--- config.mk ---
export PLATFORM = sky130hd
export DESIGN_NAME = stack_engine_flat
export DESIGN_NICKNAME = d
export VERILOG_FILES = /design/src/rtl/scc_pkg.sv /design/src/rtl/stack_engine_if.sv /design/src/rtl/stack_engine.sv /design/src/flat_wrapper.sv
export SDC_FILE = /design/constraint.sdc
export NUM_CORES = 1
export LEC_CHECK = 0
export BUFFER_PORTS_ARGS = -buffer_cell sky130_fd_sc_hd__buf_4
export CORE_ASPECT_RATIO = 0.9
export CORE_MARGIN = 3
export CORE_UTILIZATION = 54
export CTS_CLUSTER_DIAMETER = 60
export DETAILED_ROUTE_END_ITERATION = 16
export PLACE_DENSITY = 0.85
export RECOVER_POWER = 50
export SLEW_MARGIN = 10
export SYNTH_ARGS = -nofsm -noshare
export SYNTH_HDL_FRONTEND = slang
export SYNTH_SLANG_ARGS = --single-unit
export TNS_END_PERCENT = 5
--- constraint.sdc ---
create_clock -name clk -period 3 [get_ports clk]
set_input_delay 0.15 -clock clk [delete_from_list [all_inputs] [get_ports clk]]
set_output_delay 0.15 -clock clk [all_outputs]
set_load 0.1 [all_outputs]
--- src/rtl/scc_pkg.sv ---
// Shared definitions for the single-cycle computer's stack engine:
// state encoding, fault codes, SP register slot and word size.
package scc_pkg;

    typedef enum logic [1:0] {
        IDLE = 2'd0,
        MEM  = 2'd1,
        WB   = 2'd2,
        FLT  = 2'd3
    } state_t;

    typedef enum logic [1:0] {
        FC_TIMEOUT = 2'd0,
        FC_OVF     = 2'd1,
        FC_UNF     = 2'd2,
        FC_ALIGN   = 2'd3
    } fault_code_t;

    localparam int          SP_IDX     = 4;
    localparam logic [31:0] WORD_BYTES = 32'd4;

endpackage

--- src/rtl/stack_engine_if.sv ---
// Bundle of op-request, SP register-file and data-memory signals around the
// stack engine. master = control/regfile/memory side, slave = the engine.
interface stack_engine_if;
    import scc_pkg::*;

    logic        op_valid;
    logic        op_ready;
    logic        op_push;
    logic [31:0] push_data;
    logic [31:0] sp_in;
    logic        wr_sp;
    logic [31:0] wr_sp_data;
    logic        mem_req;
    logic        mem_we;
    logic [31:0] mem_addr;
    logic [31:0] mem_wdata;
    logic [31:0] mem_rdata;
    logic        mem_ack;
    logic        done;
    logic        fault;
    fault_code_t fault_code;
    logic [31:0] pop_data;

    modport master (
        output op_valid, op_push, push_data, sp_in, mem_rdata, mem_ack,
        input  op_ready, wr_sp, wr_sp_data, mem_req, mem_we, mem_addr,
               mem_wdata, done, fault, fault_code, pop_data
    );

    modport slave (
        input  op_valid, op_push, push_data, sp_in, mem_rdata, mem_ack,
        output op_ready, wr_sp, wr_sp_data, mem_req, mem_we, mem_addr,
               mem_wdata, done, fault, fault_code, pop_data
    );

endinterface

--- src/rtl/stack_engine.sv ---
// Multi-cycle push/pop sequencer: validates SP, performs one memory word
// access over req/ack, then writes the updated SP back to the register file.
module stack_engine
    import scc_pkg::*;
#(
    parameter logic [31:0] STACK_BASE  = 32'h0000_1000,
    parameter logic [31:0] STACK_LIMIT = 32'h0000_0800,
    parameter int          TIMEOUT     = 16
) (
    input  logic         clk,
    input  logic         reset,
    stack_engine_if.slave bus
);

    localparam int CNT_W = (TIMEOUT > 1) ? $clog2(TIMEOUT) : 1;
    localparam logic [CNT_W-1:0] TMO_LAST = CNT_W'(TIMEOUT - 1);

    state_t           state;
    logic [CNT_W-1:0] tmo_cnt;
    logic [31:0]      new_sp;

    logic             acc_bad;
    fault_code_t      acc_code;
    logic [31:0]      acc_addr;
    logic [31:0]      acc_sp;

    // Priority: alignment/range first, then full on push, then empty on pop.
    function automatic logic [2:0] check_sp(input logic [31:0] sp, input logic push);
        if (sp[1:0] != 2'b00 || sp < STACK_LIMIT || sp > STACK_BASE)
            return {1'b1, FC_ALIGN};
        else if (push && sp == STACK_LIMIT)
            return {1'b1, FC_OVF};
        else if (!push && sp == STACK_BASE)
            return {1'b1, FC_UNF};
        else
            return {1'b0, FC_TIMEOUT};
    endfunction

    always_comb begin
        logic [2:0] chk;
        chk      = check_sp(bus.sp_in, bus.op_push);
        acc_bad  = chk[2];
        acc_code = fault_code_t'(chk[1:0]);
        // Full-descending stack: push pre-decrements, pop post-increments.
        acc_addr = bus.op_push ? (bus.sp_in - WORD_BYTES) : bus.sp_in;
        acc_sp   = bus.op_push ? (bus.sp_in - WORD_BYTES) : (bus.sp_in + WORD_BYTES);
    end

    always_ff @(posedge clk or negedge reset) begin
        if (!reset) begin
            state          <= IDLE;
            bus.op_ready   <= 1'b1;
            bus.wr_sp      <= 1'b0;
            bus.wr_sp_data <= '0;
            bus.mem_req    <= 1'b0;
            bus.mem_we     <= 1'b0;
            bus.mem_addr   <= '0;
            bus.mem_wdata  <= '0;
            bus.done       <= 1'b0;
            bus.fault      <= 1'b0;
            bus.fault_code <= FC_TIMEOUT;
            bus.pop_data   <= '0;
            tmo_cnt        <= '0;
            new_sp         <= '0;
        end else begin
            // Completion strobes are single-cycle unless re-asserted below.
            bus.wr_sp <= 1'b0;
            bus.done  <= 1'b0;
            bus.fault <= 1'b0;

            case (state)
                IDLE: begin
                    if (bus.op_valid) begin
                        bus.op_ready <= 1'b0;
                        if (acc_bad) begin
                            state          <= FLT;
                            bus.done       <= 1'b1;
                            bus.fault      <= 1'b1;
                            bus.fault_code <= acc_code;
                        end else begin
                            state         <= MEM;
                            bus.mem_req   <= 1'b1;
                            bus.mem_we    <= bus.op_push;
                            bus.mem_addr  <= acc_addr;
                            bus.mem_wdata <= bus.push_data;
                            new_sp        <= acc_sp;
                            tmo_cnt       <= '0;
                        end
                    end
                end

                MEM: begin
                    // An ack on the last allowed cycle still completes the op.
                    if (bus.mem_ack) begin
                        state          <= WB;
                        bus.mem_req    <= 1'b0;
                        bus.wr_sp      <= 1'b1;
                        bus.wr_sp_data <= new_sp;
                        bus.done       <= 1'b1;
                        if (!bus.mem_we)
                            bus.pop_data <= bus.mem_rdata;
                    end else if (tmo_cnt == TMO_LAST) begin
                        state          <= FLT;
                        bus.mem_req    <= 1'b0;
                        bus.done       <= 1'b1;
                        bus.fault      <= 1'b1;
                        bus.fault_code <= FC_TIMEOUT;
                    end else begin
                        tmo_cnt <= tmo_cnt + CNT_W'(1);
                    end
                end

                WB, FLT: begin
                    state        <= IDLE;
                    bus.op_ready <= 1'b1;
                end

                default: begin
                    state        <= IDLE;
                    bus.op_ready <= 1'b1;
                    bus.mem_req  <= 1'b0;
                end
            endcase
        end
    end

endmodule

--- src/flat_wrapper.sv ---
// flat-port wrapper written by rule: the top's interface ports become plain ports
module stack_engine_flat import scc_pkg::*;
#(
    parameter logic [31:0] STACK_BASE  = 32'h0000_1000,
    parameter logic [31:0] STACK_LIMIT = 32'h0000_0800,
    parameter int          TIMEOUT     = 16
)
  (clk, reset, bus_op_valid, bus_op_push, bus_push_data, bus_sp_in, bus_mem_rdata, bus_mem_ack, bus_op_ready, bus_wr_sp, bus_wr_sp_data, bus_mem_req, bus_mem_we, bus_mem_addr, bus_mem_wdata, bus_done, bus_fault, bus_fault_code, bus_pop_data);
  stack_engine_if bus_i ();
  input  logic clk;
  input  logic reset;
  input wire logic [$bits(bus_i.op_valid)-1:0] bus_op_valid;
  input wire logic [$bits(bus_i.op_push)-1:0] bus_op_push;
  input wire logic [$bits(bus_i.push_data)-1:0] bus_push_data;
  input wire logic [$bits(bus_i.sp_in)-1:0] bus_sp_in;
  input wire logic [$bits(bus_i.mem_rdata)-1:0] bus_mem_rdata;
  input wire logic [$bits(bus_i.mem_ack)-1:0] bus_mem_ack;
  output wire logic [$bits(bus_i.op_ready)-1:0] bus_op_ready;
  output wire logic [$bits(bus_i.wr_sp)-1:0] bus_wr_sp;
  output wire logic [$bits(bus_i.wr_sp_data)-1:0] bus_wr_sp_data;
  output wire logic [$bits(bus_i.mem_req)-1:0] bus_mem_req;
  output wire logic [$bits(bus_i.mem_we)-1:0] bus_mem_we;
  output wire logic [$bits(bus_i.mem_addr)-1:0] bus_mem_addr;
  output wire logic [$bits(bus_i.mem_wdata)-1:0] bus_mem_wdata;
  output wire logic [$bits(bus_i.done)-1:0] bus_done;
  output wire logic [$bits(bus_i.fault)-1:0] bus_fault;
  output wire logic [$bits(bus_i.fault_code)-1:0] bus_fault_code;
  output wire logic [$bits(bus_i.pop_data)-1:0] bus_pop_data;
  assign bus_i.op_valid = bus_op_valid;
  assign bus_i.op_push = bus_op_push;
  assign bus_i.push_data = bus_push_data;
  assign bus_i.sp_in = bus_sp_in;
  assign bus_i.mem_rdata = bus_mem_rdata;
  assign bus_i.mem_ack = bus_mem_ack;
  assign bus_op_ready = bus_i.op_ready;
  assign bus_wr_sp = bus_i.wr_sp;
  assign bus_wr_sp_data = bus_i.wr_sp_data;
  assign bus_mem_req = bus_i.mem_req;
  assign bus_mem_we = bus_i.mem_we;
  assign bus_mem_addr = bus_i.mem_addr;
  assign bus_mem_wdata = bus_i.mem_wdata;
  assign bus_done = bus_i.done;
  assign bus_fault = bus_i.fault;
  assign bus_fault_code = bus_i.fault_code;
  assign bus_pop_data = bus_i.pop_data;
  stack_engine #(.STACK_BASE(STACK_BASE), .STACK_LIMIT(STACK_LIMIT), .TIMEOUT(TIMEOUT)) u_core (.clk(clk), .reset(reset), .bus(bus_i));
endmodule
==> metrics.md <==
| Metric | Value |
|---|---|
| Reg clk slew, reported paths | 60 ps |
| First-pass iteration count of the detailed router | 4 |
| Row Count | 38 |
| Layout area overhead | 38.36% |
| Max IR drop VDD | around 0.87 mV |
| Clk buf depth | 2 |
| Period minus WS final | ~2000 ps |
| Register bit total from synthesis | ~170 |
| Critical Path Max Stage Delay | 1330 ps |
| Share of the synthesized area in the top cell type | between 60% and 70% |
| Slew Limit Fails | roughly 80 |
| Grt ovf | 0 |
| Post-synth EDFFs | 0 |
| Die height | ~110 um |
| Crit share post-route | just under 70% |
| Post-route cell area | ~9600 um2 |
| First-pass GRT wire length | 29190 um |
| Largest area contributor in the netlist | dfrtp_1 |
| Largest net degree at the start of global routing | 79 |
| Place WS | between 500 and 600 ps |
| Sw frac | a little over two fifths |
| Avg Synthesized Cell Area | around 14 um2 |
| Max Fclk | about 490 MHz |
| Port Buffers | around 240 |
| Initial core utilization | between 50% and 60% |
| Dpl cells | ~860 |
| Clock Sinks | 172 |
| Fin nets | approximately 900 |
| CP max-delay cell | clkbuf_2 |
| Sequential fraction of the synthesis area | roughly 62% |
| PD cells | between 800 and 900 nW/um2 |
| Combinational share of power | approximately 38% |
| Violated checks | max-capacitance violations, max-slew violations |
| DR iter-0 viols | around 320 |
| Status | finished with violations |
| Cell area after synthesis | between 6000 and 7000 um2 |
| Gpl congestion | approximately 0.8 |
| Worst setup EP type | async pin |
| Crit-path cells | dlygate4sd3_1 -> clkbuf_2 -> buf_4 |
| Slew headroom | -24.58% |
| Die X | around 130 um |
| Final setup fails | 0 |
| I/O pins | 237 |
| Reg power frac | 35.3% |
| Dpl cell area | just under 9000 um2 |
| Synthesized instance count | about 500 |
| Count leader, synth | dfrtp_1 |
| Clk_lat worst skew | about 420 ps |
| Yosys warning count | 0 |
| Cell variety after synth | 43 |
| Int Power | 4494 uW |
| Routed len/inst | approximately 19 um |
| Top cells by area, synth | dfrtp_1 62%, mux2_2 10%, mux2_1 8.6%, nor2b_1 3.9%, xnor2_1 1.3% |
| Worst slew pin tran | around 1900 ps |
| Final worst slack | roughly 950 ps |
| Top delay family on crit path | buffers and inverters |
| Share of cells above drive strength 1 | between 20% and 30% |
| Ys flop type | dfrtp_1 |
| WP buf/inv | 3 |
| Vias in the first global route | approximately 5500 |
| Final cell count without fillers | 960 |
| Htree depth | 4 |
| Tot Pwr | 7945 uW |
| Leakage | about 0.0047 uW |
| Number of vias per cell | between 5 and 6 |
| Crit path kind | primary input to async pin |
| CTS tree | yes |
| DR vias | 4979 |
| Hold Violations, Final | 0 |
| Hold Crit Class | primary input to flop |
| Setup tns final | 0 ps |
| Syn nets | 593 |
| Global Route Usage Sum | 26.34% |
| Residual DRC count | 0 |
| Fill cell count | between 800 and 900 |
| Total CTS buffers | 17 |
| RSZ-0062 raised after global routing | false |
| Critical Path RT | 3570 ps |
| Async SR Flop Fraction | between 90% and 100% |
| Crit path max fanout | 78 |
| Die area | about 14000 um2 |
| Crit path arrival time | about 2600 ps |
| Max_cap viols | 1 |
| Synth top cells by count | 171 x dfrtp_1, 63 x mux2_2, 53 x mux2_1 |
| Antenna violations before repair | 0 |
| Clock power share | about a quarter |
| WL final | between 15000 and 20000 um |
| Startpoint Class | primary input |
| DRT antenna net count | 0 |
| Root buf cell | clkbuf_16 |
| Core Region | about 12000 um2 |
| Hpwl dp | between 10000 and 15000 um |
| Clock skew | about 6 ps |
| NetSw | between 3000 and 4000 uW |
metal layers:
| layer | routed length, um | vias up | global-route usage [%] |
|---|---|---|---|
| met3 | 1045 | 34 | 7.079 |
| met5 | 0 | - | 0 |
| met2 | 9693 | 180 | 45.97 |
| li1 | - | 2283 | - |
| met1 | 6966 | 2482 | 31.63 |
| met4 | 435 | 0 | 9.754 |
logic make-up (layout without fill, tap and decap cells):
kind of cell               Yosys count  in the layout  synth area share [%]
other                                0              1                     0
DFF                                172            172                 62.33
AOI/OAI and AO/OA                   28             28                 2.608
and+or+nand+nor                    108            108                 9.437
adders and majority gates            6              6                 1.087
muxes                              119            119                 19.34
buffers and inverters               34            347                 2.789
xor gates and xnor gates            19             19                 2.409
worst paths after layout:
kind | from | to | cells past startpoint | slack (ps)
max in group clk | bus_sp_in[10] | u_core.bus.mem_wdata[2] | 8 | 960
setup reg to reg | u_core.state[0] | u_core.bus.pop_data[11] | 5 | 1090
hold / removal | bus_op_valid | u_core.bus.op_ready | 3 | 80
hold reg to reg | u_core.new_sp[3] | u_core.new_sp[3] | 1 | 480
setup / recovery | reset | u_core.bus.wr_sp_data[5] | 3 | 950
min in group asynchronous | reset | u_core.bus.pop_data[23] | 2 | 770
metrics by stage:
stage	utilization, %	hold WS [ps]
2_1_floorplan	-	-145.6
3_3_place_gp	71.75	219.3
3_5_place_dp	71.75	232.9
4_1_cts	81.74	64.00
5_1_grt	77.90	86.30
6_report	77.92	84.04
cells in the final DEF, fill, tap and decap left out, drive strengths merged, types with 2 or more instances in the layout:
master / count
nor4: 8
bufinv: 2
dlygate4sd3: 66
dfrtp: 171
a21oi: 8
a31oi: 5
xor2: 9
and4: 2
nor2: 12
nor2b: 43
nand3: 8
mux2: 116
nand4: 4
clkinv: 4
nand4b: 2
nand2: 14
o21ai: 8
inv: 10
xnor2: 10
ha: 6
nand2b: 4
clkbuf: 147
mux2i: 3
nor4bb: 2
nor3: 4
buf: 117
flip-flops by register name, summed over array words and instances (netlist names):
| name | flops |
|---|---|
| u_core.bus.mem_wdata | 32 |
| u_core.bus.pop_data | 32 |
| u_core.bus.wr_sp_data | 32 |
| u_core.new_sp | 32 |
| u_core.bus.mem_addr | 30 |
| u_core.tmo_cnt | 4 |
| u_core.bus.fault_code | 2 |
| u_core.state | 2 |
| u_core.bus.done | 1 |
| u_core.bus.fault | 1 |
| u_core.bus.mem_req | 1 |
| u_core.bus.mem_we | 1 |
| u_core.bus.op_ready | 1 |
| u_core.bus.wr_sp | 1 |
layout make-up:
class | count | area (um2) | share of cell area [%]
clock inverter | 7 | 91.34 | 0.9556
inverter | 10 | 37.54 | 0.3927
timing repair buffer | 308 | 2034 | 21.29
clock buffer | 22 | 474.2 | 4.961
multi-input combinational | 280 | 2412 | 25.24
tap | 160 | 200.2 | 2.095
antenna | 1 | 2.502 | 0.02618
sequential | 172 | 4305 | 45.05
worst min-delay path: cells and delay by family:
| family | cells | cell delay [ps] |
|---|---|---|
| compound gates | 1 | 180 |
| buf+inv | 1 | 100 |
| simple gates | 1 | 70 |
power groups by stage:
stage	sequential (uW)	clock, uW	combinational (uW)
finish	2810	2120	3010
CTS	2800	2160	3180
global placement	2810	0	3060
floorplan	4630	0	537
global route	2840	2250	3110
detailed placement	2830	0	3110
what timing repair did:
| item | CTS | global route |
|---|---|---|
| buffers inserted | 0 | 0 |
| hold buffers | 66 | 0 |
| resized for setup | 0 | 0 |
| hold endpoints to repair | 141 | 0 |
(Power assumes the default switching activity.)
